## config.mk

```make
export PLATFORM = sky130hd
export DESIGN_NAME = acc_delta_decoder
export DESIGN_NICKNAME = d
export VERILOG_FILES = /design/src/rtl/acc_delta_decoder.sv
export SDC_FILE = /design/constraint.sdc
export NUM_CORES = 1
export LEC_CHECK = 0
export CAP_MARGIN = 25
export CORE_UTILIZATION = 40
export DETAILED_ROUTE_END_ITERATION = 8
export PLACE_DENSITY = 0.68
export SKIP_CTS_REPAIR_TIMING = 1
export SYNTH_ARGS = -nofsm -noshare
export SYNTH_HDL_FRONTEND = slang
export SYNTH_SLANG_ARGS = --single-unit
```

## constraint.sdc

```tcl
create_clock -name clk -period 3.4 [get_ports clk]
set_clock_uncertainty 0.15 [all_clocks]
set_input_delay 0.34 -clock clk [delete_from_list [all_inputs] [get_ports clk]]
set_output_delay 0.34 -clock clk [all_outputs]
set_load 0.02 [all_outputs]
```

## src/rtl/acc_delta_decoder.sv

```systemverilog
// Rebuilds the original input stream from accumulator samples by modular differencing.
// Recovered values go into a small FWFT FIFO; deltas that are out of range latch err until a resync.
//   state | meaning
//   RUN   | differencing samples and pushing the recovered values
//   ERR   | illegal delta seen; samples are accepted and dropped
//   SYNC  | waiting for a new baseline sample
module acc_delta_decoder #(
    parameter int IN_W  = 4,
    parameter int ACC_W = IN_W + 1,
    parameter int DEPTH = 4
) (
    input  logic                     clk,
    input  logic                     rst,
    input  logic [ACC_W-1:0]         acc_in,
    input  logic                     acc_valid,
    output logic                     acc_ready,
    output logic [IN_W-1:0]          dout,
    output logic                     dout_valid,
    input  logic                     dout_ready,
    output logic                     err,
    input  logic                     err_clr,
    output logic [$clog2(DEPTH):0]   count
);

    localparam int AW = $clog2(DEPTH);
    localparam int CW = AW + 1;
    localparam logic [ACC_W-1:0] MAX_D = ACC_W'((1 << IN_W) - 1);

    typedef enum logic [1:0] {
        RUN  = 2'd0,
        ERR  = 2'd1,
        SYNC = 2'd2
    } state_t;

    state_t           state_q, state_d;
    logic [ACC_W-1:0] prev_q, prev_d;
    logic             err_q, err_d;
    logic [IN_W-1:0]  mem_q [DEPTH];
    logic [AW-1:0]    rd_ptr_q, wr_ptr_q;
    logic [CW-1:0]    count_q;

    logic             full, empty, accept, pop, push, legal;
    logic [ACC_W-1:0] delta;

    assign empty      = (count_q == '0);
    assign full       = (count_q == CW'(DEPTH));
    // ERR always drains upstream; otherwise backpressure depends only on stored occupancy.
    assign acc_ready  = (state_q == ERR) || !full;
    assign accept     = acc_valid && acc_ready;
    assign pop        = !empty && dout_ready;
    assign delta      = acc_in - prev_q;
    assign legal      = (delta <= MAX_D);
    assign dout       = empty ? '0 : mem_q[rd_ptr_q];
    assign dout_valid = !empty;
    assign err        = err_q;
    assign count      = count_q;

    always_comb begin
        state_d = state_q;
        prev_d  = prev_q;
        err_d   = err_q;
        push    = 1'b0;
        case (state_q)
            RUN: begin
                if (accept) begin
                    if (legal) begin
                        push   = 1'b1;
                        prev_d = acc_in;
                    end else begin
                        err_d   = 1'b1;
                        state_d = ERR;
                    end
                end
            end
            ERR: begin
                if (err_clr) begin
                    state_d = SYNC;
                end
            end
            SYNC: begin
                if (accept) begin
                    prev_d  = acc_in;
                    err_d   = 1'b0;
                    state_d = RUN;
                end
            end
            default: begin
                state_d = RUN;
            end
        endcase
    end

    always_ff @(posedge clk or posedge rst) begin
        if (rst) begin
            state_q <= RUN;
            prev_q  <= '0;
            err_q   <= 1'b0;
        end else begin
            state_q <= state_d;
            prev_q  <= prev_d;
            err_q   <= err_d;
        end
    end

    // push only happens in RUN, where acc_ready already guarantees a free slot
    always_ff @(posedge clk or posedge rst) begin
        if (rst) begin
            for (int i = 0; i < DEPTH; i++) begin
                mem_q[i] <= '0;
            end
            rd_ptr_q <= '0;
            wr_ptr_q <= '0;
            count_q  <= '0;
        end else begin
            if (push) begin
                mem_q[wr_ptr_q] <= delta[IN_W-1:0];
                wr_ptr_q        <= wr_ptr_q + AW'(1);
            end
            if (pop) begin
                rd_ptr_q <= rd_ptr_q + AW'(1);
            end
            case ({push, pop})
                2'b10:   count_q <= count_q + CW'(1);
                2'b01:   count_q <= count_q - CW'(1);
                default: count_q <= count_q;
            endcase
        end
    end

endmodule

```

==> metrics, run 1 <==
DR WL/cell 15.7 um; met3 Use GR 0.0320; mapped cell area 1830 um2; Placed Cells incl. Taps 239; Ports 20; Unique masters post-synth 38; Final setup viols 0; largest net degree at the start of global routing 32; EDFF count, synth 0; DRC Markers 0; Max Cap Viol 0; clock latency at the later pin of the worst-skew pair 0.28 ns; Crit. End Element register; GRT overflow 0; Syn Inst Count 168; Core Box Area 4380 um2; CTS tree yes; root buffer cell clkbuf_8; final worst path period share 0.894; Async S/R FF share, synth 1.00; FP Rows 24; non-filler cells, final 247; syn nets 189; routed via count 1,359; CP Launch Type primary input; initial antenna violation count 0; commonest non-fill, non-tap cell in the layout dfrtp_1; CP Data Required Time 3.42 ns; CP Class in2reg; CTS Buffer Depth 2; Slew @ Worst Pin 0.804 ns; htree depth 2; met2 Usage GRT 0.286; Routability Congestion 0.788; vias in the first global route 1,416; Worst-path clk slew 0.07 ns; share of cells above drive strength 1 0.179; CP Max Fanout 3; Initial Utilization 0.418; Layout Nets 215; Setup WS pre-CTS 0.0694 ns; Synth-to-Final Area Change 20.1%; Die Y 69.7 um; M1 GR Usage 0.249; ANT cells 0; Starting DRT DRC Count 54; Hold WC Path Type in2async; pwr/cell area 1050 nW/um2; vias per cell 5.50; most frequent cells in the layout dfrtp_1, inv_1, clkdlybuf4s50_1; Fin. Hold Viols 0; clk sinks 31; Pins Over Slew Limit 0; RSZ-0062 raised after global routing no; final worst setup slack 0.359 ns; post-DP HPWL 2820 um; Antenna Violating Nets Remaining 0; sequential element share of the synthesized area 0.423; port buffer count 19; first-pass iteration count of the detailed router 4; Total Neg Setup Slack 0 ns; GRT Max-Usage Layer met2; VDD IR max 438 uV; Synth Area per Inst 10.9 um2; die width 69.7 um; Slew HR 0.463; die area 4860 um2; register bit total from synthesis 31; Synth Flop Type dfrtp_1; status finished, final reports clean; Inserted Clock Buffers 5; gr usage total 0.183; Hold Worst Slack 0.295 ns; Critical Path AT 3.06 ns; Leak 0.950 nW; post-layout minimum cycle time 3.04 ns; DRT Wirelength 3870 um; first-pass GRT wire length 6920 um; fmax 329 MHz; Synthesis Warnings 0; worst r2r path cells 12
## synth_stat cells, types with 2 or more instances
cell,count,share of area
and2_1,5,0.017
clkbuf_1,3,0.0061
nor2_1,3,0.0061
nand4_1,4,0.014
inv_1,22,0.045
buf_6,2,0.012
o211ai_1,4,0.016
xnor2_1,4,0.019
ha_1,9,0.061
dfrtp_1,31,0.42
mux2i_1,5,0.027
nand2b_1,2,0.0068
fa_1,2,0.022
buf_2,2,0.0055
or4b_2,3,0.016
nand2_1,4,0.0082
nand3_1,6,0.016
o21ai_0,5,0.014
nor3_1,4,0.011
a21oi_1,6,0.016
o41ai_1,4,0.019
mux2_2,10,0.061
xor2_1,4,0.019
mux4_2,4,0.049
nor3b_1,2,0.0082
nor4b_1,3,0.014
o31ai_1,4,0.016
## power by group
group | switching [W] | internal (W) | leakage, nW
clock network | 0.000144 | 0.000184 | 0.0505
logic | 0.000640 | 0.000619 | 0.532
registers | 0.000160 | 0.000555 | 0.367
total | 0.000944 | 0.00136 | 0.950
## state kept, by name, summed over array words and instances (netlist names)
name,count
mem_q,16
prev_q,5
count,3
rd_ptr_q,2
state_q,2
wr_ptr_q,2
err,1
## cells by family after synthesis
kind of cell,after synthesis,synth area share
AO/OA/AOI/OAI,27,0.0997
flip-flops,31,0.423
adder cells (fa/ha/maj),11,0.0833
AND/OR/NAND/NOR,43,0.149
buffers and inverters,29,0.0689
XOR/XNOR,8,0.0382
multiplexers,19,0.138
## critical path, cell delays in order
cell and delay, ns:
clkdlybuf4s50_1 0.40, inv_1 0.11, ha_1 0.19, inv_1 0.06
fa_1 0.40, nand3_1 0.12, a21oi_1 0.09, or4b_4 0.56
ha_1 0.22, inv_1 0.07, fa_1 0.17, xor2_1 0.14
nor2_1 0.06, xor2_1 0.14
## layer usage
metal  wire (um)  vias to the layer above
met3         130                       13
li1            -                      657
met4         100                        0
met2        1830                       41
met5           0                        -
met1        1810                      648
## layout make-up
class	count	area (um2)
Inverter	22	82.6
Sequential cell	31	776
Timing Repair Buffer	26	243
Clock buffer	7	96.3
Multi-Input combinational cell	108	931
Clock inverter	1	7.51
Tap cell	52	65.1
Fill cell	409	2180
## per-stage QoR
stage | utilization | power [W] | cell area (um2)
floorplan | - | 0.00159 | 1830
global placement | 0.478 | 0.00192 | 2100
detailed placement | 0.478 | 0.00198 | 2100
CTS | 0.502 | 0.00232 | 2200
global route | 0.502 | 0.00251 | 2200
finish | 0.502 | 0.00230 | 2200
## final timing paths
kind | to | start | slack, ns
hold reg to reg | mem_q[11] | mem_q[11] | 0.35
setup reg to reg | count[2] | prev_q[0] | 0.56
min in group clk | mem_q[11] | mem_q[11] | 0.35
hold / removal | count[2] | rst | 0.30
setup / recovery | count[2] | acc_in[0] | 0.36
max in group asynchronous | rd_ptr_q[0] | rst | 2.51
(Power assumes the default switching activity.)
==> run 2: changes to the inputs <==
- DONT_BUFFER_PORTS: unset -> 1
- PLACE_DENSITY: 0.68 -> 0.62
==> run 2 against run 1 <==
Compared with the run above:
- utilization is 4.8 points lower
- routed wire length is 2.7% higher
- count of clock-buffer cells in the layout is 1 lower
- sequential cell count stayed put
- critical path depth is 2 lower
- setup slack better by 0.12 ns
- register-to-register slack worse by 0.08 ns
- global-route usage is 0.060 points higher
- combinational power is 15% lower
- via count is 5.0% lower
- critical endpoint unchanged
==> metrics, run 2 (same netlist as run 1, synthesis figures left out) <==
status finished, final reports clean; Hold WC Path Type in2reg; ANT cells 0; min-delay src err_clr; vias per cell 5.71; first-pass iteration count of the detailed router 4; Core Box Area 4380 um2; CP Launch Type register; Initial Utilization 0.418; CP Max Fanout 7; Pins Over Slew Limit 0; Ports 20; CTS Buffer Depth 2; Top reg by flops mem_q; DR WL/cell 17.6 um; Final setup viols 0; most frequent cells in the layout dfrtp_1, inv_1, mux2_2; Leak 0.866 nW; root buffer cell clkbuf_8; max reg flops 16; clock latency at the later pin of the worst-skew pair 0.28 ns; reg2reg setup slack 0.48 ns; Crit. End Element register; Max Cap Viol 0; GRT overflow 0; largest net degree at the start of global routing 32; post-layout minimum cycle time 2.92 ns; non-filler cells, final 226; share of cells above drive strength 1 0.184; Antenna Violating Nets Remaining 0; Fin. Hold Viols 0; clk sinks 31; Hold Path End state_q[1]; commonest non-fill, non-tap cell in the layout dfrtp_1; R2R Path End count[2]; Synth-to-Final Area Change 8.53%; initial antenna violation count 0; vias in the first global route 1,364; first-pass GRT wire length 6790 um; Die Y 69.7 um; routed via count 1,291; CTS tree yes; post-DP HPWL 2920 um; total power draw 0.00211 W; htree depth 2; pwr/cell area 1060 nW/um2; Starting DRT DRC Count 70; Slew HR 0.538; fmax 342 MHz; die area 4860 um2; final worst path period share 0.859; FP Rows 24; Min-Delay Path Depth 2; Critical Path AT 2.93 ns; port buffer count 0; CP Class reg2reg; R2R Path Start prev_q[0]; Total Neg Setup Slack 0 ns; VDD IR max 407 uV; worst r2r path cells 12; die width 69.7 um; gr usage total 0.184; Routability Congestion 0.964; Inserted Clock Buffers 5; Placed Cells incl. Taps 218; Worst-path clk slew 0.06 ns; RSZ-0062 raised after global routing no; DRT Wirelength 3980 um; DRC Markers 0; Slew @ Worst Pin 0.685 ns; CP Data Required Time 3.41 ns; Layout Nets 195
-- run 2: final cells by class --
type	instances	area, um2
Clock buffer	6	82.6
Sequential cell	31	776
Clock inverter	1	5.00
Fill cell	433	2390
Tap cell	52	65.1
Timing Repair Buffer	6	47.5
Inverter	22	82.6
Multi-Input combinational cell	108	931
-- run 2: routing by layer --
metal,vias up,routed length [um],track usage
met1,647,1730,0.234
met3,4,151,0.0451
met4,0,39,0.0667
li1,610,-,-
met5,-,0,0
met2,30,2050,0.305
-- run 2: where the power goes --
group	total, W	internal [W]	switching, W
clock network	0.000294	0.000159	0.000135
registers	0.000742	0.000555	0.000187
logic	0.00107	0.000479	0.000594
total	0.00211	0.00119	0.000916
-- run 2: how the worst max path moves through the flow --
stage	from	endpoint	slack, ns
floorplan	acc_in[0]	count[2]	0.44
global placement	acc_in[0]	count[2]	0.51
detailed placement	acc_in[0]	count[2]	0.42
CTS	prev_q[0]	count[2]	0.48
global route	prev_q[0]	count[2]	0.33
finish	prev_q[0]	count[2]	0.48
-- run 2: critical path, stage by stage, from the launching register on --
cell and delay, ns:
dfrtp_1 0.37, ha_1 0.18, inv_1 0.05, fa_1 0.39
nand3_1 0.12, a21oi_1 0.09, or4b_4 0.60, ha_1 0.23
inv_1 0.08, fa_1 0.18, xor2_1 0.14, nor2_1 0.06
xor2_1 0.14
-- run 2: per-stage QoR --
| stage | setup WS [ns] | area (um2) | util | hold slack (ns) |
|---|---|---|---|---|
| 3_3_place_gp | 0.507 | 1890 | 0.432 | 0.186 |
| 3_5_place_dp | 0.420 | 1890 | 0.432 | 0.194 |
| 4_1_cts | 0.478 | 1980 | 0.451 | -0.119 |
| 6_report | 0.478 | 1990 | 0.454 | 0.0584 |
| 5_1_grt | 0.333 | 1990 | 0.454 | 0.0546 |
| 2_1_floorplan | 0.436 | 1830 | - | 0.294 |
==> run 3: changes to the inputs <==
- PLACE_DENSITY: 0.62 -> unset
- PLACE_DENSITY_LB_ADDON: unset -> 0.08
==> run 3 against run 2 <==
Compared with the run above:
- via count fell by 2.8%
- fmax grew 0.36%
- total power decreased by 2.2%
- setup slack improved by 0.011 ns
- clock power shrank 5%
- sequential cell count did not move
- largest cell class unchanged
==> metrics, run 3 (same netlist as run 1, synthesis figures left out) <==
post-layout util 0.451; Slew HR 0.446; RSZ-0062 raised after global routing no; largest net degree at the start of global routing 20; Ports 20; CTS Buffer Depth 2; vias per cell 5.55; DRT Wirelength 3720 um; ANT cells 0; Core Box Area 4380 um2; htree depth 2; CP Data Required Time 3.41 ns; Slew @ Worst Pin 0.829 ns; Layout Nets 194; final worst path period share 0.856; DR WL/cell 16.5 um; Crit. End Element register; Final setup viols 0; gr usage total 0.169; most frequent cells in the layout dfrtp_1, inv_1, mux2_2; Synth-to-Final Area Change 7.78%; first-pass iteration count of the detailed router 4; port buffer count 0; Pins Over Slew Limit 0; Inserted Clock Buffers 5; GRT overflow 0; vias in the first global route 1,285; routed via count 1,255; Max Cap Viol 0; Leak 0.856 nW; post-layout minimum cycle time 2.91 ns; Hold Worst Slack 0.0629 ns; CTS tree yes; Total Neg Setup Slack 0 ns; root buffer cell clkbuf_8; CP Max Fanout 7; Die Y 69.7 um; Starting DRT DRC Count 93; first-pass GRT wire length 6390 um; Antenna Violating Nets Remaining 0; post-DP HPWL 2830 um; pwr/cell area 1040 nW/um2; max reg flops 16; Initial Utilization 0.418; die width 69.7 um; clock latency at the later pin of the worst-skew pair 0.28 ns; CP Class reg2reg; worst r2r path cells 12; clk sinks 31; Setup WS pre-CTS 0.420 ns; commonest non-fill, non-tap cell in the layout dfrtp_1; final worst setup slack 0.489 ns; fmax 344 MHz; status finished, final reports clean; Critical Path AT 2.92 ns; Worst-path clk slew 0.07 ns; Min-Delay Path Depth 2; FP Rows 24; reg2reg setup slack 0.49 ns; CP Launch Type register; Top reg by flops mem_q; die area 4860 um2; share of cells above drive strength 1 0.172; Routability Congestion 0.827; initial antenna violation count 0; Hold WC Path Type in2reg; Fin. Hold Viols 0; DRC Markers 0; VDD IR max 318 uV
## run 3: changes by cell type in the layout (fill, tap and decap cells not counted), sizes merged
cell    delta
clkbuf     +1
buf        -1
## run 3: metrics by stage
stage | cell area [um2] | power (W) | cells
2_1_floorplan | 1830 | 0.00159 | 168
3_3_place_gp | 1880 | 0.00175 | 217
3_5_place_dp | 1880 | 0.00180 | 217
4_1_cts | 1970 | 0.00208 | 225
5_1_grt | 1980 | 0.00224 | 226
6_report | 1980 | 0.00206 | 226
## run 3: path summary, 6_finish.rpt
kind / end / start
setup / recovery: count[2] / prev_q[0]
hold / removal: state_q[1] / err_clr
setup reg to reg: count[2] / prev_q[0]
hold reg to reg: mem_q[2] / mem_q[2]
max in group asynchronous: mem_q[14] / rst
min in group asynchronous: count[0] / rst
## run 3: worst max-delay path: stages, from the launching register on
cell	delay (ns)
dfrtp_1	0.36
ha_1	0.17
inv_1	0.05
fa_1	0.40
nand3_1	0.12
a21oi_1	0.10
or4b_4	0.61
ha_1	0.23
inv_1	0.08
fa_1	0.18
xor2_1	0.15
nor2_1	0.06
xor2_1	0.13
## run 3: layout make-up
| type | count | area (um2) |
|---|---|---|
| Clock buffer | 7 | 76.3 |
| Clock inverter | 1 | 5.00 |
| Fill cell | 427 | 2410 |
| Inverter | 22 | 82.6 |
| Multi-Input combinational cell | 108 | 931 |
| Sequential cell | 31 | 776 |
| Tap cell | 52 | 65.1 |
| Timing Repair Buffer | 5 | 40.0 |
## run 3: where the power goes
group	total (W)	switching (W)	internal [W]
clock	0.000279	0.000135	0.000144
sequential	0.000740	0.000185	0.000555
combinational	0.00104	0.000575	0.000470
## run 3: per-layer routing
metal  part of all wire  vias up  routed length, um  GRT usage
li1                   -      610                  -          -
met1               0.48      621               1770      0.215
met2               0.48       22               1780      0.277
met3              0.041        2                153     0.0581
met4             0.0056        0                 21     0.0400
met5                  0        -                  0          0
